## src/rtl/fb_pkg.sv

```systemverilog
// Shared frame-buffer types and constants for the sprite blitter slice.
// Holds frame geometry, pixel encoding, the transparent texel code and
// the blitter state enumeration.
package fb_pkg;

    localparam int unsigned FB_W   = 24;   // frame width in pixels
    localparam int unsigned FB_H   = 45;   // frame height in pixels
    localparam int unsigned PIX_W  = 5;    // encoded pixel width
    localparam int unsigned SPR_AW = 10;   // sprite ROM address width
    localparam int unsigned FB_AW  = 11;   // frame-buffer address width
    localparam int unsigned CRD_W  = 10;   // command coordinate width
    localparam int unsigned DIM_W  = 6;    // sprite dimension width

    localparam logic [PIX_W-1:0] TRANSPARENT = 5'h15;

    typedef logic [FB_AW-1:0] fb_addr_t;
    typedef logic [PIX_W-1:0] pixel_t;

    typedef enum logic [1:0] {
        S_IDLE      = 2'd0,
        S_FETCH     = 2'd1,
        S_DRAIN     = 2'd2,
        S_WAIT_SWAP = 2'd3
    } blit_state_t;

endpackage

```

## src/rtl/blit_addr_gen.sv

```systemverilog
// Sprite texel walker: row-major col/row counters and ROM address.
// Ports:
//   Clk, Reset    clock, synchronous active-high reset
//   i_start       load base/size and point at texel (0,0)
//   i_step        advance to the next texel
//   i_base        ROM address of texel (0,0)
//   i_w, i_h      sprite size (non-zero when i_start is high)
//   o_rom_addr    registered ROM read address for the current texel
//   o_col, o_row  current texel coordinates within the sprite
//   o_last        current texel is (w-1, h-1)
module blit_addr_gen
    import fb_pkg::*;
(
    input  logic              Clk,
    input  logic              Reset,
    input  logic              i_start,
    input  logic              i_step,
    input  logic [SPR_AW-1:0] i_base,
    input  logic [DIM_W-1:0]  i_w,
    input  logic [DIM_W-1:0]  i_h,
    output logic [SPR_AW-1:0] o_rom_addr,
    output logic [DIM_W-1:0]  o_col,
    output logic [DIM_W-1:0]  o_row,
    output logic              o_last
);

    logic [DIM_W-1:0]  r_w;
    logic [DIM_W-1:0]  r_h;
    logic [DIM_W-1:0]  r_col;
    logic [DIM_W-1:0]  r_row;
    logic [SPR_AW-1:0] r_row_base;
    logic [SPR_AW-1:0] r_addr;
    logic              w_row_end;

    assign w_row_end = (r_col == r_w - DIM_W'(1));

    // Row base accumulates base + row*w so no multiplier is needed; the
    // SPR_AW-bit adders give the required address wrap.
    always_ff @(posedge Clk) begin
        if (Reset) begin
            r_w        <= '0;
            r_h        <= '0;
            r_col      <= '0;
            r_row      <= '0;
            r_row_base <= '0;
            r_addr     <= '0;
        end else if (i_start) begin
            r_w        <= i_w;
            r_h        <= i_h;
            r_col      <= '0;
            r_row      <= '0;
            r_row_base <= i_base;
            r_addr     <= i_base;
        end else if (i_step) begin
            if (w_row_end) begin
                r_col      <= '0;
                r_row      <= r_row + DIM_W'(1);
                r_row_base <= r_row_base + SPR_AW'(r_w);
                r_addr     <= r_row_base + SPR_AW'(r_w);
            end else begin
                r_col  <= r_col + DIM_W'(1);
                r_addr <= r_addr + SPR_AW'(1);
            end
        end
    end

    assign o_rom_addr = r_addr;
    assign o_col      = r_col;
    assign o_row      = r_row;
    assign o_last     = w_row_end && (r_row == r_h - DIM_W'(1));

endmodule

```

## src/rtl/sprite_blitter.sv

```systemverilog
// Sprite blitter: draws sprite commands from a synchronous ROM into the
// back buffer at one pixel per cycle, skipping transparent and off-screen
// texels, and parks after the frame's last command until the VS swap.
// Ports:
//   Clk, Reset            clock, synchronous active-high reset
//   cmd_valid/cmd_ready   command handshake
//   cmd_x, cmd_y          sprite top-left screen position
//   cmd_w, cmd_h          sprite size (0 = empty)
//   cmd_base              ROM address of texel (0,0)
//   frame_end             end-of-frame pulse
//   VS                    vertical sync, active-low
//   rom_addr, rom_data    sprite ROM port (1-cycle read latency)
//   fb_we/addr/data       back-buffer write port
//   busy                  not IDLE
//   swap_done             one-cycle pulse after the swap edge
module sprite_blitter
    import fb_pkg::*;
(
    input  logic              Clk,
    input  logic              Reset,
    input  logic              cmd_valid,
    output logic              cmd_ready,
    input  logic [9:0]        cmd_x,
    input  logic [9:0]        cmd_y,
    input  logic [5:0]        cmd_w,
    input  logic [5:0]        cmd_h,
    input  logic [SPR_AW-1:0] cmd_base,
    input  logic              frame_end,
    input  logic              VS,
    output logic [SPR_AW-1:0] rom_addr,
    input  logic [PIX_W-1:0]  rom_data,
    output logic              fb_we,
    output logic [10:0]       fb_addr,
    output logic [PIX_W-1:0]  fb_data,
    output logic              busy,
    output logic              swap_done
);

    blit_state_t      r_state;
    blit_state_t      w_next;
    logic [CRD_W-1:0] r_x;
    logic [CRD_W-1:0] r_y;
    logic             r_pend;
    logic             r_vs;
    logic             r_valid;
    logic             r_inb;
    fb_addr_t         r_fb_addr;
    logic             r_swap_done;

    logic             w_accept;
    logic             w_start;
    logic             w_step;
    logic             w_last;
    logic             w_vs_fall;
    logic             w_swap;
    logic [DIM_W-1:0] w_col;
    logic [DIM_W-1:0] w_row;
    fb_addr_t         w_px;
    fb_addr_t         w_py;
    pixel_t           w_pix;

    assign cmd_ready = (r_state == S_IDLE) && !r_pend && !Reset;
    assign w_accept  = cmd_valid && cmd_ready;
    assign w_start   = w_accept && (cmd_w != '0) && (cmd_h != '0);
    assign w_step    = (r_state == S_FETCH) && !w_last;
    assign w_vs_fall = r_vs && !VS;
    assign w_swap    = (r_state == S_WAIT_SWAP) && w_vs_fall;

    blit_addr_gen u_addr_gen (
        .Clk        (Clk),
        .Reset      (Reset),
        .i_start    (w_start),
        .i_step     (w_step),
        .i_base     (cmd_base),
        .i_w        (cmd_w),
        .i_h        (cmd_h),
        .o_rom_addr (rom_addr),
        .o_col      (w_col),
        .o_row      (w_row),
        .o_last     (w_last)
    );

    // State register
    always_ff @(posedge Clk) begin
        if (Reset) r_state <= S_IDLE;
        else       r_state <= w_next;
    end

    // Next-state logic; a zero-size accept never leaves IDLE
    always_comb begin
        w_next = r_state;
        case (r_state)
            S_IDLE: begin
                if (w_start)                 w_next = S_FETCH;
                else if (frame_end || r_pend) w_next = S_WAIT_SWAP;
            end
            S_FETCH: begin
                if (w_last) w_next = S_DRAIN;
            end
            S_DRAIN: begin
                if (frame_end || r_pend) w_next = S_WAIT_SWAP;
                else                     w_next = S_IDLE;
            end
            S_WAIT_SWAP: begin
                if (w_vs_fall) w_next = S_IDLE;
            end
            default: w_next = S_IDLE;
        endcase
    end

    // 11-bit screen coordinates of the texel being read this cycle
    assign w_px = FB_AW'(r_x) + FB_AW'(w_col);
    assign w_py = FB_AW'(r_y) + FB_AW'(w_row);

    // Write pipeline stage aligned with the ROM read, plus frame/swap flags
    always_ff @(posedge Clk) begin
        if (Reset) begin
            r_x         <= '0;
            r_y         <= '0;
            r_pend      <= 1'b0;
            r_vs        <= 1'b1;
            r_valid     <= 1'b0;
            r_inb       <= 1'b0;
            r_fb_addr   <= '0;
            r_swap_done <= 1'b0;
        end else begin
            r_vs        <= VS;
            r_swap_done <= w_swap;
            r_valid     <= (r_state == S_FETCH);
            if (w_start) begin
                r_x <= cmd_x;
                r_y <= cmd_y;
            end
            if (r_state == S_FETCH) begin
                r_inb     <= (w_px < FB_AW'(FB_W)) && (w_py < FB_AW'(FB_H));
                r_fb_addr <= w_px + w_py * FB_AW'(FB_W);
            end
            // A new frame_end outranks the clear so it is never lost
            if (frame_end)   r_pend <= 1'b1;
            else if (w_swap) r_pend <= 1'b0;
        end
    end

    // ROM data arrives the cycle after the read, so the write qualifier
    // is formed from it directly; Reset forces the write port idle.
    assign w_pix     = rom_data;
    assign fb_we     = r_valid && r_inb && (w_pix != TRANSPARENT) && !Reset;
    assign fb_data   = fb_we ? w_pix : '0;
    assign fb_addr   = r_fb_addr;
    assign busy      = (r_state != S_IDLE);
    assign swap_done = r_swap_done;

endmodule

```

## config.mk

```make
export PLATFORM = sky130hd
export DESIGN_NAME = sprite_blitter
export DESIGN_NICKNAME = d
export VERILOG_FILES = /design/src/rtl/fb_pkg.sv /design/src/rtl/blit_addr_gen.sv /design/src/rtl/sprite_blitter.sv
export SDC_FILE = /design/constraint.sdc
export NUM_CORES = 1
export LEC_CHECK = 0
export ABC_AREA = 1
export CORE_MARGIN = 4
export CORE_UTILIZATION = 40
export CTS_CLUSTER_DIAMETER = 120
export DETAILED_ROUTE_END_ITERATION = 7
export RECOVER_POWER = 25
export REMOVE_ABC_BUFFERS = 1
export SLEW_MARGIN = 5
export SYNTH_ARGS = -nofsm -noshare
export SYNTH_HDL_FRONTEND = slang
export SYNTH_SLANG_ARGS = --single-unit
export TNS_END_PERCENT = 100
```

## constraint.sdc

```tcl
create_clock -name Clk -period 3.8 [get_ports Clk]
set_clock_uncertainty 0.1 [all_clocks]
set_input_delay 0.38 -clock Clk [delete_from_list [all_inputs] [get_ports Clk]]
set_output_delay 0.38 -clock Clk [all_outputs]
set_load 0.02 [all_outputs]
```

==> After elaboration in Yosys (flattened, before gate mapping) <==
Index checks and enable logic that the tools add are counted.
{ "word_totals": {"ff_bits": 82, "latchBits": 0, "mem_bits_rw": 0, "mem_bits_ro": 0, "inputBits": 52, "out_inout_bits": 30, "word_cells": 81, "n_memories": 0} }
{ "op_classes": {"addsub": 9, "n_mul": 1, "div": 0, "order_cmp": 2, "n_eq_ne": 9, "shift": 0, "mux": 16, "bitwise": 0, "reduce_logical": 29} }
{ "ops": {"columns": ["cell", "n"], "rows": [
  ["10-bit 2-to-1 mux", 6],
  ["10-bit by 6-bit adder with 11-bit output", 2],
  ["1-bit logical AND", 13],
  ["6-bit by 1-bit adder with 6-bit output, second input constant", 2],
  ["6-bit equality test", 2],
  ["6-bit nonzero test", 2],
  ["6-bit by 1-bit subtractor with 6-bit output, second input constant", 2],
  ["11-bit adder", 1],
  ["11-bit by 5-bit less-than comparator with 1-bit output, second input constant", 1],
  ["11-bit by 6-bit less-than comparator with 1-bit output, second input constant", 1],
  ["11-bit by 2-bit multiplier with 8-bit output, second input constant", 1],
  ["10-bit by 1-bit adder with 10-bit output, second input constant", 1],
  ["10-bit by 6-bit adder with 10-bit output", 1],
  ["2-bit 2-to-1 mux", 5],
  ["2-bit case mux with 4 select lines", 1],
  ["2-bit nonzero test", 4],
  ["6-bit 2-to-1 mux", 1],
  ["5-bit 2-to-1 mux", 1],
  ["5-bit inequality test, second input constant", 1],
  ["2-bit equality test, second input constant", 2],
  ["1-bit zero test", 4],
  ["2-bit inequality test, second input constant", 2],
  ["2-bit AND reduction", 2],
  ["3-bit by 1-bit inequality test with 1-bit output, second input constant", 1],
  ["other kinds (6)", 7]
]} }

==> Logic depth before layout (Yosys ltp) <==
Gate-level depths: netlist (run 1).
{ "logic_depth": {"ltp_word": 8, "depth_mapped": 23, "mapped_depth_nobuf": 23} }

==> Hierarchy <==
A second synthesis (run 1) with hierarchy kept.
{ "hier_totals": {"hier_cells": 887, "hier_area_um2": 5846.9} }
{ "by_module_without_submodules": {"columns": ["mod", "n_inst", "cells_each", "area_per_inst_um2", "seq_area_each_um2"], "rows": [
  ["sprite_blitter", 1, 456, 2964.1, 760.7],
  ["blit_addr_gen", 1, 431, 2882.8, 880.8]
]} }

==> Worst setup path after synthesis (run 1) <==
Ideal clock, no wire load.
{ "synth_timing": {"path_type": "reg2reg", "startpoint": "reg u_addr_gen.r_row[0] (netlist: u_addr_gen.o_row[0])", "endpoint": "reg r_fb_addr[10] (netlist: fb_addr[10])", "setup_ns": 0.115, "arrival_ns": 3.194, "required_ns": 3.585, "path_slack_ns": 0.391, "stages_incl_launch_ff": 24, "path_buffers": 0, "period_less_slack_ns": 3.409, "path_cell_list": "dfxtp_1 -> ha_1 -> fa_1 -> nand2_1 -> nand3_1 -> nand2_1 -> nand2_1 -> nand2_1 -> inv_1 -> ha_1 -> inv_1 -> o21ai_0 -> a31oi_1 -> xor2_1 -> inv_1 -> ha_1 -> nand2_1 -> o21ai_0 -> a21oi_1 -> xnor2_1 -> nand3_1 -> nand2_1 -> o21ai_0 -> inv_1"} }
{ "synth_between": {"elab_chain_len": 3} }
{ "synth_rtl": {"columns": ["item", "line", "text"], "rows": [
  ["start, declared", "blit_addr_gen.sv:30", "logic [DIM_W-1:0] r_row;"],
  ["start signal, assigned", "blit_addr_gen.sv:57", "r_row <= r_row + DIM_W'(1);"],
  ["10-bit by 6-bit adder with 11-bit output", "sprite_blitter.sv:113", "assign w_py = FB_AW'(r_y) + FB_AW'(w_row);"],
  ["11-bit by 2-bit multiplier with 8-bit output", "sprite_blitter.sv:136", "r_fb_addr <= w_px + w_py * FB_AW'(FB_W);"],
  ["11-bit adder", "sprite_blitter.sv:136", null],
  ["end signal, assigned", "sprite_blitter.sv:136", null],
  ["end, declared", "sprite_blitter.sv:47", "fb_addr_t r_fb_addr;"]
]} }
No other way between the ends.
A chain may end at the register's enable or synchronous reset.

==> Worst setup path in the final report (run 1) <==
Ends and elaborated chain as after synthesis.

==> results_dict.tcl, run 1 <==
set metrics [dict create \
    status "finished with violations" \
    violations "capacitance limit, slew limit" \
    cts_root_buffer "clkbuf_16" \
    async_flop_share 0 \
    finalCriticalPeriod_ns 3.47 \
    p_per_area_nw_per_um2 428 \
    syn-cell-area_um2 5840 \
    synth_seq_area_share 0.281 \
    finalNetCount 1045 \
    num_io_pins 82 \
    setup_ws_ns 0.330 \
    cts.path.max_buffers 2 \
    synth_edf_count 0 \
    grt_pass1_wl_mm 25.3 \
    drt_wl_total_mm 15.0 \
    pre_cts_ws_ns 0.130 \
    grt_pass1_vias 5330 \
    dp_hpwl_mm 11.2 \
    start_util 0.415 \
    tightest_slew_ns 2.13 \
    dr.pass1.iters 5 \
    vias 5591 \
    worstSetupPathType "flop to flop" \
    holdWs_ns 0.373 \
    gp_congestion 0.820 \
    synth_top_flop_cell "dfxtp_1" \
    die_w_um 129 \
    antenna_found_initial 0 \
    slew_viol_final 48 \
    vias_per_cell 4.94 \
    clock_sinks 82 \
    p_leak_nw 3.39 \
    fillers 1458 \
    tritoncts "yes" \
    finalHoldViolCount 0 \
    max_freq_mhz 288 \
    worstSetupStartpointType "flop" \
    drt-initial-drc-count 262 \
    cts_max_level 3 \
    total_power_mw 3.06 \
    drive_gt1_frac 0.0494 \
    fin_setup_tns_ns 0 \
    port-buffer-count 81 \
    maxSlewHeadroom -0.418 \
    maxCapViolCount 1 \
    postSynthAreaPerCell_um2 6.66 \
    fin_crit_sh 0.913 \
    drt-wirelength-per-cell_um 13.2 \
    cts_hold_buf 0 \
    ys_ff_latch 82 \
    ys_types 41 \
    diodes 0 \
    yosysWarnings 0 \
    clkTransAtPathRegs_ns 0.06 \
    cp.required_ns 3.95 \
    drc 0 \
    die_y_um 129 \
    rows 43 \
    synthCells 878 \
    cts_inserted_buffers 9 \
    grt_max_degree 67 \
    track_usage 0.188 \
    gr-total-overflow 0 \
    crit_arrival_ns 3.62 \
    end_kind "flop" \
    ant_nets 0 \
    area_delta_synth_final_pct 22.2 \
    dieArea_um2 16600 \
    crit_fanout 5 \
    clkLatencyLatePin_ns 0.35 \
    core_um2 14100 \
    holdCritPathClass "flop to flop" \
    ir_drop_uv 250 \
    finalSetupViolations 0 \
]
## synthesized netlist by cell type, types with 2 or more instances
library cell | count | share of area
nand2_1 | 211 | 0.14
inv_1 | 110 | 0.071
nand3_1 | 88 | 0.075
nor2_1 | 86 | 0.055
dfxtp_1 | 82 | 0.28
a21oi_1 | 70 | 0.060
o21ai_0 | 49 | 0.042
ha_1 | 39 | 0.083
xor2_1 | 35 | 0.052
nand4_1 | 18 | 0.019
clkbuf_1 | 14 | 0.0090
xnor2_1 | 14 | 0.021
buf_2 | 6 | 0.0051
nor3_1 | 6 | 0.0051
fa_1 | 5 | 0.017
buf_4 | 3 | 0.0039
nor4_1 | 3 | 0.0032
o21bai_1 | 3 | 0.0039
a21oi_2 | 2 | 0.0030
a31oi_1 | 2 | 0.0021
buf_1 | 2 | 0.0013
buf_6 | 2 | 0.0039
nand2_4 | 2 | 0.0039
nand2_8 | 2 | 0.0069
nand3_2 | 2 | 0.0034
nand3b_1 | 2 | 0.0026
nor2_2 | 2 | 0.0021
nor2_4 | 2 | 0.0039
nor3_2 | 2 | 0.0034
o211ai_1 | 2 | 0.0026
or2_2 | 2 | 0.0021
## critical path: stages (launching register included)
cell and delay, ns:
dfxtp_2 0.34, ha_2 0.19, fa_2 0.45, nand2_2 0.10
nand3_2 0.09, nand2_1 0.07, nand2_1 0.06, nand2_1 0.08
inv_1 0.08, ha_4 0.25, inv_2 0.07, o21ai_1 0.08
a31oi_1 0.18, xor2_1 0.15, inv_1 0.06, ha_1 0.29
nand2_1 0.06, o21ai_0 0.17, a21oi_1 0.07, xnor2_1 0.14
nand3_1 0.08, nand2_1 0.05, o21ai_1 0.11, inv_1 0.04
## registers in the layout, indices dropped and copies added, names as in the netlist
register and count:
r_inb 1, u_addr_gen.o_col 6, r_state 2, u_addr_gen.o_rom_addr 10, r_vs 1, r_pend 1, u_addr_gen.r_row_base 10, u_addr_gen.o_row 6
r_y 10, u_addr_gen.r_w 6, r_valid 1, r_x 10, u_addr_gen.r_h 6, swap_done 1, fb_addr 11
## cells by family after synthesis
logic type	count (synthesis)	share of synthesized area
and+or+nand+nor	430	0.324
adders and majority gates	44	0.101
buffers and inverters	139	0.0959
xor gates and xnor gates	50	0.0773
DFF	82	0.281
AOI/OAI and AO/OA	133	0.121
## worst paths after layout
| kind | cells past startpoint | startpoint | endpoint | slack, ns |
|---|---|---|---|---|
| worst max-delay path | 23 | u_addr_gen.o_row[0]$_SDFFE_PP0P_ | fb_addr[10]$_SDFFE_PP0P_ | 0.33 |
| worst min-delay path | 2 | r_y[0]$_SDFFE_PP0P_ | r_y[0]$_SDFFE_PP0P_ | 0.37 |
| worst max register to register | 23 | u_addr_gen.o_row[0]$_SDFFE_PP0P_ | fb_addr[10]$_SDFFE_PP0P_ | 0.33 |
| worst min register to register | 2 | r_y[0]$_SDFFE_PP0P_ | r_y[0]$_SDFFE_PP0P_ | 0.37 |
## report_power, final
group	switching, mW	internal, mW
clock	0.357	0.535
combinational	0.642	0.434
sequential	0.103	0.984
## per-stage QoR
step	cells	utilization	area (um^2)
after floorplan	851	-	5710
after global placement	1117	0.482	6800
after detailed placement	1117	0.482	6800
after CTS	1131	0.503	7090
after global routing	1132	0.507	7140
final	1132	0.507	7140
## per-layer routing
layer,global-route usage,part of all wire,vias to the layer above
met5,0,0,-
met4,0.0642,0.017,0
met3,0.0291,0.038,18
met2,0.305,0.45,97
met1,0.255,0.50,2495
li1,-,-,2981
## layout by cell type (no fill, tap or decap), types with 3 or more instances in the layout
master / count
nand2_1: 210
inv_1: 109
nor2_1: 87
nand3_1: 87
dfxtp_1: 81
a21oi_1: 70
clkdlybuf4s50_1: 58
o21ai_0: 46
ha_1: 36
xor2_1: 33
dlygate4sd3_1: 23
nand4_1: 18
xnor2_1: 14
clkbuf_16: 9
nor3_1: 6
fa_1: 4
o21bai_1: 3
nor4_1: 3
o21ai_1: 3
nand3_2: 3
buf_4: 3
## final cells by class
type | instances | area [um^2] | share of cell area
clock buffers | 11 | 253 | 0.0354
well taps | 180 | 225 | 0.0315
flip-flops and latches | 82 | 1640 | 0.230
multi-input cells | 657 | 3700 | 0.518
repair buffers | 87 | 861 | 0.120
clock inverters | 3 | 40.0 | 0.00560
inverters | 112 | 425 | 0.0595
## timing repair
item | CTS | global route
resized for setup | 0 | 15
buffers inserted | 0 | 1
setup endpoints to repair | 0 | 2
No activity file was read; power rests on OpenSTA's default activity.
==> run 2, diff against run 1 <==
==> constraint.sdc (replaced) <==
create_clock -name Clk -period 3.1 [get_ports Clk]
set_clock_uncertainty 0.1 [all_clocks]
set_input_delay 0.31 -clock Clk [delete_from_list [all_inputs] [get_ports Clk]]
set_output_delay 0.31 -clock Clk [all_outputs]
set_load 0.02 [all_outputs]
==> results_dict.tcl, run 2 (synthesized netlist as in run 1, its figures left out) <==
set metrics [dict create \
    status "finished with violations" \
    violations "setup timing" \
    diodes 0 \
    layout_common_cells "202 x nand2_1, 107 x inv_1, 86 x nand3_1, 84 x nor2_1, 78 x dfxtp_1" \
    worstSetupStartpointType "flop" \
    holdWs_ns 0.370 \
    track_usage 0.195 \
    core_um2 14100 \
    cp.required_ns 3.25 \
    reg2regPathDepth 22 \
    fin_crit_sh 1.10 \
    cts_inserted_buffers 9 \
    ir_drop_uv 267 \
    ant_nets 0 \
    postLayoutCellArea_um2 7820 \
    worstSetupPathType "flop to flop" \
    cts_root_buffer "clkbuf_16" \
    drt_wl_total_mm 15.7 \
    maxSlewHeadroom 0.167 \
    fin_cells 1189 \
    grt_pass1_wl_mm 26.2 \
    drt-initial-drc-count 294 \
    vias 5814 \
    gr-total-overflow 0 \
    port-buffer-count 81 \
    drc 0 \
    clock_sinks 82 \
    fin_setup_tns_ns -0.397 \
    finalSetupViolations 2 \
    maxCapViolCount 0 \
    grt_max_degree 80 \
    critical_path.endpoint "fb_addr[10]$_SDFFE_PP0P_" \
    grt_pass1_vias 5639 \
    p_leak_nw 3.70 \
    drt-wirelength-per-cell_um 13.2 \
    area_delta_synth_final_pct 33.7 \
    fillers 1403 \
    r2r_end "fb_addr[10]$_SDFFE_PP0P_" \
    vias_per_cell 4.89 \
    tightest_slew_ns 1.25 \
    timing.rr.start "r_y[0]$_SDFFE_PP0P_" \
    cts_max_level 3 \
    gp_congestion 0.846 \
    rows 43 \
    end_kind "flop" \
    start_util 0.415 \
    die_y_um 129 \
    layout_commonest_cell "nand2_1" \
    holdCritPathClass "flop to flop" \
    slew_viol_final 0 \
    r2r_slack_ns -0.31 \
    p_per_area_nw_per_um2 489 \
    finalNetCount 1101 \
    finalHoldViolCount 0 \
    tritoncts "yes" \
    placed_cells 1160 \
    dp_hpwl_mm 11.3 \
    rsz0062_at_grt "yes" \
    dr.pass1.iters 5 \
    num_io_pins 82 \
    drive_gt1_frac 0.146 \
    cts_hold_buf 0 \
    die_w_um 129 \
    dieArea_um2 16600 \
    finalCriticalPeriod_ns 3.41 \
    setup_ws_ns -0.309 \
    dpl_cell_area_um2 7120 \
    max_freq_mhz 293 \
    largest_register_ffs 11 \
    antenna_found_initial 0 \
    clkLatencyLatePin_ns 0.35 \
    crit_fanout 3 \
    crit_arrival_ns 3.56 \
    clkTransAtPathRegs_ns 0.06 \
    cts.path.max_buffers 2 \
    crit_start "r_y[0]$_SDFFE_PP0P_" \
]
run 2: report_power, final:
| group | total [mW] | internal, mW | switching, mW |
|---|---|---|---|
| Clock | 1.02 | 0.578 | 0.443 |
| Combinational | 1.47 | 0.629 | 0.839 |
| Sequential | 1.33 | 1.21 | 0.123 |
run 2: final cells by class:
class / count / area, um^2 / share of cell area
Multi-Input combinational cell: 657 / 3950 / 0.506
Inverter: 112 / 425 / 0.0544
Tap cell: 180 / 225 / 0.0288
Clock buffer: 12 / 256 / 0.0328
Sequential cell: 82 / 1650 / 0.211
Clock inverter: 3 / 15.0 / 0.00192
Timing Repair Buffer: 143 / 1290 / 0.166
run 2: per-stage QoR:
stage                     worst slack [ns]  utilization  total power, mW
final                               -0.309        0.554             3.82
after global routing                -0.484        0.554             4.08
after CTS                           -0.157        0.545             3.86
after detailed placement            -0.538        0.505             2.77
after global placement              -0.421        0.505             2.77
after floorplan                     -0.340            -             2.21
run 2: worst max-delay path, cell delays in order (launching register included):
cell     delay, ns
dfxtp_2       0.34
ha_4          0.16
fa_2          0.40
nand2_2       0.11
nand3_4       0.09
nand2_2       0.07
nand2_2       0.07
nand2_2       0.08
inv_2         0.05
ha_4          0.22
inv_2         0.06
o21ai_2       0.06
a31oi_2       0.17
xor2_1        0.17
inv_1         0.10
ha_4          0.29
nand2_4       0.06
o21ai_2       0.17
a21oi_2       0.05
xnor2_1       0.23
a21oi_1       0.09
o21ai_2       0.13
inv_1         0.04
run 2: repair_timing:
action / in CTS / in global routing
endpoints found under the hold margin: 0 / 0
setup endpoints to repair: 5 / 6
cloned: 0 / 0
setup buffers: 15 / 3
gates resized for setup: 45 / 27
pin swaps: 40 / 29
run 2: layer usage:
layer	wire length, um	global-route usage
met4	260	0.0747
met3	600	0.0270
met5	0	0
met1	7590	0.255
met2	7260	0.325
run 2: worst min-delay path by stage:
stage	cells after the start	endpoint	startpoint
finish	2	r_x[0]$_SDFFE_PP0P_	r_x[0]$_SDFFE_PP0P_
global route	2	r_x[2]$_SDFFE_PP0P_	r_x[2]$_SDFFE_PP0P_
CTS	2	r_x[0]$_SDFFE_PP0P_	r_x[0]$_SDFFE_PP0P_
detailed placement	2	r_x[3]$_SDFFE_PP0P_	r_x[3]$_SDFFE_PP0P_
global placement	2	r_x[3]$_SDFFE_PP0P_	r_x[3]$_SDFFE_PP0P_
floorplan	1	r_inb$_SDFFE_PP0P_	Reset
==> run 3, diff against run 2 <==
--- a/config.mk
+++ b/config.mk
@@ -10,8 +10,10 @@
 export CORE_UTILIZATION = 40
 export CTS_CLUSTER_DIAMETER = 120
 export DETAILED_ROUTE_END_ITERATION = 7
+export DONT_BUFFER_PORTS = 1
 export RECOVER_POWER = 25
 export REMOVE_ABC_BUFFERS = 1
+export SKIP_LAST_GASP = 1
 export SLEW_MARGIN = 5
 export SYNTH_ARGS = -nofsm -noshare
 export SYNTH_HDL_FRONTEND = slang
==> results_dict.tcl, run 3 (synthesized netlist as in run 1, its figures left out) <==
set metrics [dict create \
    status "finished with violations" \
    violations "setup timing" \
    core_um2 14100 \
    grt_pass1_vias 5565 \
    max_freq_mhz 306 \
    clkLatencyLatePin_ns 0.35 \
    maxCapViolCount 0 \
    drive_gt1_frac 0.157 \
    finalSetupViolations 3 \
    crit_arrival_ns 3.41 \
    ant_nets 0 \
    tritoncts "yes" \
    p_leak_nw 3.49 \
    seq_power_share 0.384 \
    finalHoldViolCount 0 \
    layout_commonest_cell "nand2_1" \
    rows 43 \
    tightest_slew_ns 0.546 \
    vias 5682 \
    cts_inserted_buffers 9 \
    num_io_pins 82 \
    rsz0062_at_grt "yes" \
    dp_hpwl_mm 10.9 \
    track_usage 0.194 \
    max_stage_delay_ns 0.37 \
    vias_per_cell 5.02 \
    worstPathCellList "ha_4 -> fa_2 -> nand2_2 -> nand3_4 -> nand2_2 -> nand2_2 -> nand2_2 -> inv_2 -> ha_4 -> inv_4 -> o21ai_2 -> a31oi_1 -> xor2_1 -> inv_1 -> ha_4 -> nand2_2 -> o21ai_2 -> a21oi_2 -> xnor2_1 -> a21oi_1 -> o21ai_1 -> inv_1" \
    largest_register_ffs 11 \
    gp_congestion 0.861 \
    port-buffer-count 0 \
    finalCriticalPeriod_ns 3.27 \
    die_w_um 129 \
    cts.path.max_buffers 2 \
    p_comb_frac 0.307 \
    worstSetupStartpointType "flop" \
    seqCellArea_um2 1640 \
    multi_input_area_um2 3880 \
    switchingPower_mw 1.37 \
    finalNetCount 1043 \
    grt_max_degree 53 \
    start_util 0.415 \
    crit_path_top_delay_cell "fa_2" \
    die_y_um 129 \
    gr-total-overflow 0 \
    switching_share 0.363 \
    drc 0 \
    area_delta_synth_final_pct 23.4 \
    layout_common_cells "202 x nand2_1, 107 x inv_1, 84 x nor2_1, 84 x nand3_1, 80 x dfxtp_1" \
    clock_sinks 82 \
    dr.pass1.iters 4 \
    p_clk_frac 0.310 \
    end_kind "flop" \
    drt-wirelength-per-cell_um 13.7 \
    setup_ws_ns -0.168 \
    dieArea_um2 16600 \
    crit_buf_inv 4 \
    fillers 1477 \
    ir_drop_uv 318 \
    cts_root_buffer "clkbuf_16" \
    fin_crit_sh 1.05 \
    drt-initial-drc-count 276 \
    clkTransAtPathRegs_ns 0.06 \
    maxSlewHeadroom 0.636 \
    p_int_mw 2.41 \
    holdCritPathClass "input pin to flop" \
    grt_pass1_wl_mm 26.1 \
    crit_fanout 3 \
    crit_family "adder cells" \
    diodes 0 \
    drt_wl_total_mm 15.5 \
    cts_max_level 3 \
    final_util 0.511 \
    pre_cts_ws_ns -0.450 \
    cp.required_ns 3.24 \
    worst_path_most_repeated_cell "nand2_2" \
    antenna_found_initial 0 \
    p_per_area_nw_per_um2 524 \
    worstSetupPathType "flop to flop" \
    slew_viol_final 0 \
]
==> run 3: cell count changes in the layout (fill, tap and decap cells not counted), moves of 2 or more <==
cell,before,now
buf_4,56,63
dfxtp_1,78,80
nand3_2,2,5
a21oi_1,61,63
ha_4,10,7
ha_1,28,31
bufinv_16,0,2
clkdlybuf4s50_1,60,0
nand3_1,86,84
dfxtp_2,4,2
xor2_2,2,4
dlygate4sd3_1,21,17
==> run 3: worst register-to-register path: cells and delay by family, from the launching register on <==
kind / cells / cell delay, ns
adders and majority gates: 4 / 1.04
buffers and inverters: 4 / 0.23
and+or+nand+nor: 6 / 0.44
DFF: 1 / 0.33
AOI/OAI and AO/OA: 6 / 0.64
xor gates and xnor gates: 2 / 0.38
==> run 3: timing repair <==
action / in CTS / in global routing
setup endpoints to repair: 4 / 5
cloned: 0 / 0
pin swaps: 33 / 22
hold buffers: 17 / 0
gates resized for setup: 31 / 32
endpoints found under the hold margin: 19 / 0
buffers inserted: 17 / 6
==> run 3: layout make-up <==
cell class / instances / area share
repair buffers: 85 / 0.0982
clock buffers: 11 / 0.0337
flip-flops and latches: 82 / 0.228
clock inverters: 5 / 0.0108
inverters: 112 / 0.0594
multi-input cells: 657 / 0.539
well taps: 180 / 0.0312
==> run 3: final timing paths <==
path | to | slack (ns) | startpoint | depth (start not counted)
min | r_state[0]$_SDFFE_PP0P_ | 0.02 | Reset | 3
max | fb_addr[10]$_SDFFE_PP0P_ | -0.17 | u_addr_gen.o_row[0]$_SDFFE_PP0P_ | 22
min reg2reg | u_addr_gen.r_row_base[5]$_SDFFE_PP0P_ | 0.38 | u_addr_gen.r_row_base[5]$_SDFFE_PP0P_ | 2
max reg2reg | fb_addr[10]$_SDFFE_PP0P_ | -0.17 | u_addr_gen.o_row[0]$_SDFFE_PP0P_ | 22
==> run 3: layer usage <==
| metal | routed length (um) | vias to the layer above | part of all wire | global-route usage |
|---|---|---|---|---|
| met2 | 7230 | 114 | 0.47 | 0.320 |
| met5 | 0 | - | 0 | 0 |
| met4 | 253 | 0 | 0.016 | 0.0716 |
| li1 | - | 2986 | - | - |
| met1 | 7180 | 2561 | 0.46 | 0.250 |
| met3 | 851 | 21 | 0.055 | 0.0399 |
==> run 3: power groups by stage <==
stage          Combinational [mW]  Clock, mW  Sequential (mW)
5_1_grt                      1.33       1.25             1.48
6_report                     1.16       1.17             1.45
2_1_floorplan               0.780          0             1.43
3_5_place_dp                 1.04          0             1.48
4_1_cts                      1.11       1.21             1.45
3_3_place_gp                 1.03          0             1.48
==> run 3: stage by stage <==
step	cell area (um^2)	setup TNS (ns)	hold WS [ns]	cells	power [mW]
after floorplan	5710	-1.34	0.279	851	2.21
after detailed placement	6290	-1.03	0.288	1077	2.52
after global routing	7210	-1.16	0.0163	1132	4.05
after CTS	7050	-0.239	0.00290	1127	3.77
after global placement	6290	-0.920	0.286	1077	2.51
final	7210	-0.423	0.0237	1132	3.78
==> patch 1: new RTL, config.mk and constraints of run 3 <==
The package constant `PIX_W` goes from 5 to 10.
--- a/src/rtl/fb_pkg.sv
+++ b/src/rtl/fb_pkg.sv
@@ -5,7 +5,7 @@
 
     localparam int unsigned FB_W   = 24;   // frame width in pixels
     localparam int unsigned FB_H   = 45;   // frame height in pixels
-    localparam int unsigned PIX_W  = 5;    // encoded pixel width
+    localparam int unsigned PIX_W  = 10;    // encoded pixel width
     localparam int unsigned SPR_AW = 10;   // sprite ROM address width
     localparam int unsigned FB_AW  = 11;   // frame-buffer address width
     localparam int unsigned CRD_W  = 10;   // command coordinate width
Interface: changed (resized fb_data and rom_data); port bits go from 82 to 92. The function was not compared with the original's and may differ.
==> patch 1 against run 3 <==
The flow still finishes with violations (setup timing); cell area fell by 0.38%; sequential cell count did not move; clock power fell by 16%; via count rose by 3.8%; worst hold slack got worse by 11 ps; power fell by 2.9%; worst setup slack improved by 60 ps; final cell count rose by 4.5%; die area rose by 4.4%; wire length rose by 4.1%; area after synthesis rose by 4.7%; critical endpoint unchanged; largest power group unchanged.
==> patch 1: results (changes against run 3) <==
| Metric | Value |
|---|---|
| Wirelength per Cell | 13.7 µm (about the same) |
| Commonest cells in the netlist | nand2_1 (240), inv_1 (126), nor2_1 (106) (was nand2_1 (211), inv_1 (110), nand3_1 (88)) |
| First-pass GRT wire length | 26,600 µm (was 26,100 µm) |
| Drt pass-1 iters | 5 (was 4) |
| Nets | 1,096 (was 1,043) |
| Placed cell area | 6560 µm² (was 6290 µm²) |
| Setup violations, final | 2 (was 3) |
| Worst path max stage delay | 390 ps (was 370 ps) |
| Total routed wirelength | 16,200 µm (was 15,500 µm) |
| Setup_tns | -120 ps (was -423 ps) |
| Register area share after synthesis | 26.8% (was 28.1%) |
| Setup ws final | -109 ps (was -168 ps) |
| Crit Path Max Fanout | 4 (was 3) |
| Post-Synth Adder-Cell Area | 9.61% (was 10.1%) |
| Post-Syn Instances | 945 (was 878) |
| Number of global-route vias before repair | 5,413 (was 5,565) |
| Filler cell count | 1,555 (was 1,477) |
| Compound-Gate Fraction of Synth Area | 10.6% (was 12.1%) |
| Placed Cells | 1,150 (was 1,077) |
| Status | finished, violations left (unchanged) |
| GPL Wtd Cong | 0.896 (was 0.861) |
| Peak VDD IR | 0.339 mV (was 0.318 mV) |
| Failing checks | setup timing (unchanged) |
| Netlist cell types | 40 (was 41) |
| Post-Synth XOR/XNOR Area | 6.85% (was 7.73%) |
| Pre-CTS WS | -393 ps (was -450 ps) |
| Area contributors post-synth | dfxtp_1 (27%), nand2_1 (15%), ha_1 (8.0%), nand3_1 (7.8%), inv_1 (7.7%) (was dfxtp_1 (28%), nand2_1 (14%), ha_1 (8.3%), nand3_1 (7.5%), inv_1 (7.1%)) |
| Share of cells above drive strength 1 | 12.2% (was 15.7%) |
| Routed via count | 5,900 (was 5,682) |
==> patch 1: cell count changes after synthesis, moves of 4 or more <==
cell and change:
inv_2 +4, clkbuf_1 -4, inv_1 +16, buf_2 +6, a21oi_1 -11, nand3_1 +7
nor2_1 +20, nand2_2 +5, nand2_1 +29, xor2_1 -5
==> patch 1: metal layers <==
metal,track usage [%],share of wire [%],vias to the layer above
li1,-,-,3127
met1,26.1,50,2664
met2,28.4,45,95
met3,4.74,3.9,14
met4,4.73,1.1,0
met5,0,0,-
==> patch 1: timing repair <==
item                                    4_1_cts  5_1_grt
resized for setup                            22       19
pin swaps                                    22       17
buffers inserted                              1        3
hold buffers                                 14        0
hold endpoints to repair                     18        0
endpoints found under the setup margin        4        4
==> patch 1: logic make-up after synthesis <==
logic type                 after synthesis
buffers and inverters                  157
xor gates and xnor gates                47
AOI/OAI and AO/OA                      121
and+or+nand+nor                        494
adders and majority gates               44
DFF                                     82
==> patch 1: layout make-up <==
type                    count  area (µm²)  area share (%)
clock buffers              11         233            3.24
clock inverters             4        20.0           0.279
inverters                 132         495            6.90
multi-input cells         706        4040            56.3
flip-flops and latches     82        1640            22.9
well taps                 184         230            3.21
repair buffers             64         519            7.23
==> patch 1: power breakdown <==
group / total [mW] / internal [mW] / switching (mW)
combinational: 1.24 / 0.458 / 0.779
clock: 0.978 / 0.533 / 0.445
sequential: 1.46 / 1.22 / 0.239
==> patch 1: final timing paths <==
kind	from	end	slack (ps)	cells after the start
max	u_addr_gen.o_row[0]	fb_addr[10]	-110	20
min	frame_end	r_pend	10	2
max reg2reg	u_addr_gen.o_row[0]	fb_addr[10]	-110	20
min reg2reg	r_x[0]	r_x[0]	370	2
==> patch 2: new RTL, flow settings as in run 3 <==
Made on the original files. Re-encode `blit_state_t` (4 states) as Gray code, 2 bits wide.
--- a/src/rtl/fb_pkg.sv
+++ b/src/rtl/fb_pkg.sv
@@ -17,10 +17,10 @@
     typedef logic [PIX_W-1:0] pixel_t;
 
     typedef enum logic [1:0] {
-        S_IDLE      = 2'd0,
-        S_FETCH     = 2'd1,
-        S_DRAIN     = 2'd2,
-        S_WAIT_SWAP = 2'd3
+        S_IDLE      = 2'b00,
+        S_FETCH     = 2'b01,
+        S_DRAIN     = 2'b11,
+        S_WAIT_SWAP = 2'b10
     } blit_state_t;
 
 endpackage
Formal check against the unedited RTL: no difference found for any inputs over 4 cycles, from zero or initial values and one cycle with Reset high; so few cycles prove little.
==> patch 2 against run 3 <==
The flow still finishes with violations (setup timing); final cell count shrank 1.6%; via count shrank 3.2%; power shrank 19%; area after synthesis shrank 0.47%; sequential cell count is the same; wire length shrank 2.2%; non-clock buffer count shrank 21; worst setup slack lost 55 ps; cell area shrank 2.5%; critical endpoint unchanged; largest cell class unchanged; highest routed layer unchanged.
==> patch 2: results (changes against run 3) <==
| Metric | Value |
|---|---|
| ANT cells | 0 (unchanged) |
| Area contributors post-synth | dfxtp_1 (28%), nand2_1 (15%), ha_1 (8.4%), nand3_1 (6.8%), inv_1 (6.8%) (was dfxtp_1 (28%), nand2_1 (14%), ha_1 (8.3%), nand3_1 (7.5%), inv_1 (7.1%)) |
| Netlist cell types | 38 (was 41) |
| GPL Wtd Cong | 0.853 (was 0.861) |
| Cts bufs inserted | 9 (unchanged) |
| Failing checks | setup timing (unchanged) |
| Drt pass-1 iters | 4 (unchanged) |
| Post-route ant nets | 0 (unchanged) |
| Max reg flops | 11 (unchanged) |
| Commonest cells in the netlist | nand2_1 (230), inv_1 (105), dfxtp_1 (82), nor2_1 (82), nand3_1 (79) (was nand2_1 (211), inv_1 (110), nand3_1 (88)) |
| Wirelength per Cell | 13.6 µm (was 13.7 µm) |
| Number of global-route vias before repair | 5,062 (was 5,565) |
| Crit Path Max Fanout | 3 (unchanged) |
| Placed cell area | 6290 µm² (about the same) |
| Async SR Flop Fraction | 0% (unchanged) |
| Pre-CTS WS | -427 ps (was -450 ps) |
| Leak | 3.35 nW (was 3.49 nW) |
| Setup violations, final | 4 (was 3) |
| Register area share after synthesis | 28.2% (was 28.1%) |
| H-tree levels | 3 (unchanged) |
| Slew headroom | 34.9% (was 63.6%) |
| Antenna violations before repair | 0 (unchanged) |
| Routed via count | 5,498 (was 5,682) |
| Hold depth | 2 (was 3) |
| Worst r2r src | r_y[0] (was u_addr_gen.o_row[0]) |
| First-pass GRT wire length | 24,500 µm (was 26,100 µm) |
| IO buf count | 0 (unchanged) |
| Share of cells above drive strength 1 | 13.3% (was 15.7%) |
| Worst-Skew Late Latency | 350 ps (about the same) |
| Clk pin slew, worst setup/hold paths | 60 ps (about the same) |
| Clock Tree Root | clkbuf_16 (unchanged) |
| Clock tree buffer depth | 2 (unchanged) |
| Iter 0 DRT Violations | 328 (was 276) |
| Hold WS | 18.9 ps (was 23.7 ps) |
| HP Start | cmd_y[3] (was Reset) |
| Worst Path Arrival | 3470 ps (was 3410 ps) |
| Crit path capture | fb_addr[10] (unchanged) |
| Total GRT Usage | 18.2% (was 19.4%) |
| Nets | 1,025 (was 1,043) |
| Filler cell count | 1,422 (was 1,477) |
| Largest net degree at the start of global routing | 75 (was 53) |
| Peak VDD IR | 0.268 mV (was 0.318 mV) |
| Status | finished, violations left (unchanged) |
| R2R depth | 19 (was 22) |
| Top-count cell post-synth | nand2_1 (unchanged) |
| CP Launch Type | flop (unchanged) |
| Setup ws final | -223 ps (was -168 ps) |
| Setup_tns | -429 ps (was -423 ps) |
| Hold Path Class | input port to flop (unchanged) |
| Hold Crit Endpoint | r_y[3] (was r_state[0]) |
| Final HPWL DP | 11,000 µm (was 10,900 µm) |
| YS warnings | 0 (unchanged) |
[patch 2: stage by stage]
step,std cells,utilization (%)
final,1114,50.0
after global routing,1114,50.0
after detailed placement,1081,44.8
after floorplan,854,-
after global placement,1081,44.8
after CTS,1111,48.4
[patch 2: routing by layer]
metal | global-route usage, % | share of wire, %
met1 | 24.2 | 47
met3 | 3.36 | 4.2
met4 | 4.88 | 1.3
met2 | 30.6 | 47
met5 | 0 | 0
[patch 2: final cells by class]
type	count	area [µm²]	share of cell area, %
multi-input cells	663	3890	55.4
flip-flops and latches	82	1650	23.4
repair buffers	64	523	7.44
inverters	109	414	5.89
clock buffers	10	239	3.40
well taps	180	225	3.20
clock inverters	6	90.1	1.28
[patch 2: critical path, cell delays in order, from the launching register on]
cell,delay (ps)
dfxtp_2,330
ha_4,160
fa_2,400
buf_6,140
nand3_1,70
nand4_1,120
nand2_2,130
buf_4,120
ha_1,230
a21oi_2,130
xnor2_1,130
ha_1,280
a21oi_1,170
o21ai_1,100
a21oi_2,120
xor2_1,190
nand3b_1,130
nand3_1,70
nand2_1,60
inv_1,30
[patch 2: cell families (layout without fill, tap and decap cells)]
logic type,after synthesis,after routing,synth area share [%]
xor+xnor,45,45,6.90
fa+ha+maj,44,44,10.1
buf+inv,136,189,9.12
flops,82,82,28.2
simple gates,446,446,33.8
compound gates,128,128,11.9
[patch 2: power breakdown]
part | internal (mW) | switching (mW)
clock network | 0.729 | 0.460
registers | 1.12 | 0.104
logic | 0.254 | 0.378
[patch 2: repair_timing]
| action | in CTS | in global routing |
|---|---|---|
| setup buffers | 3 | 3 |
| pin swaps | 17 | 25 |
| gates cloned | 0 | 0 |
| hold buffers | 11 | 0 |
| gates resized for setup | 15 | 33 |
| endpoints found under the setup margin | 5 | 5 |
| hold endpoints to repair | 20 | 0 |
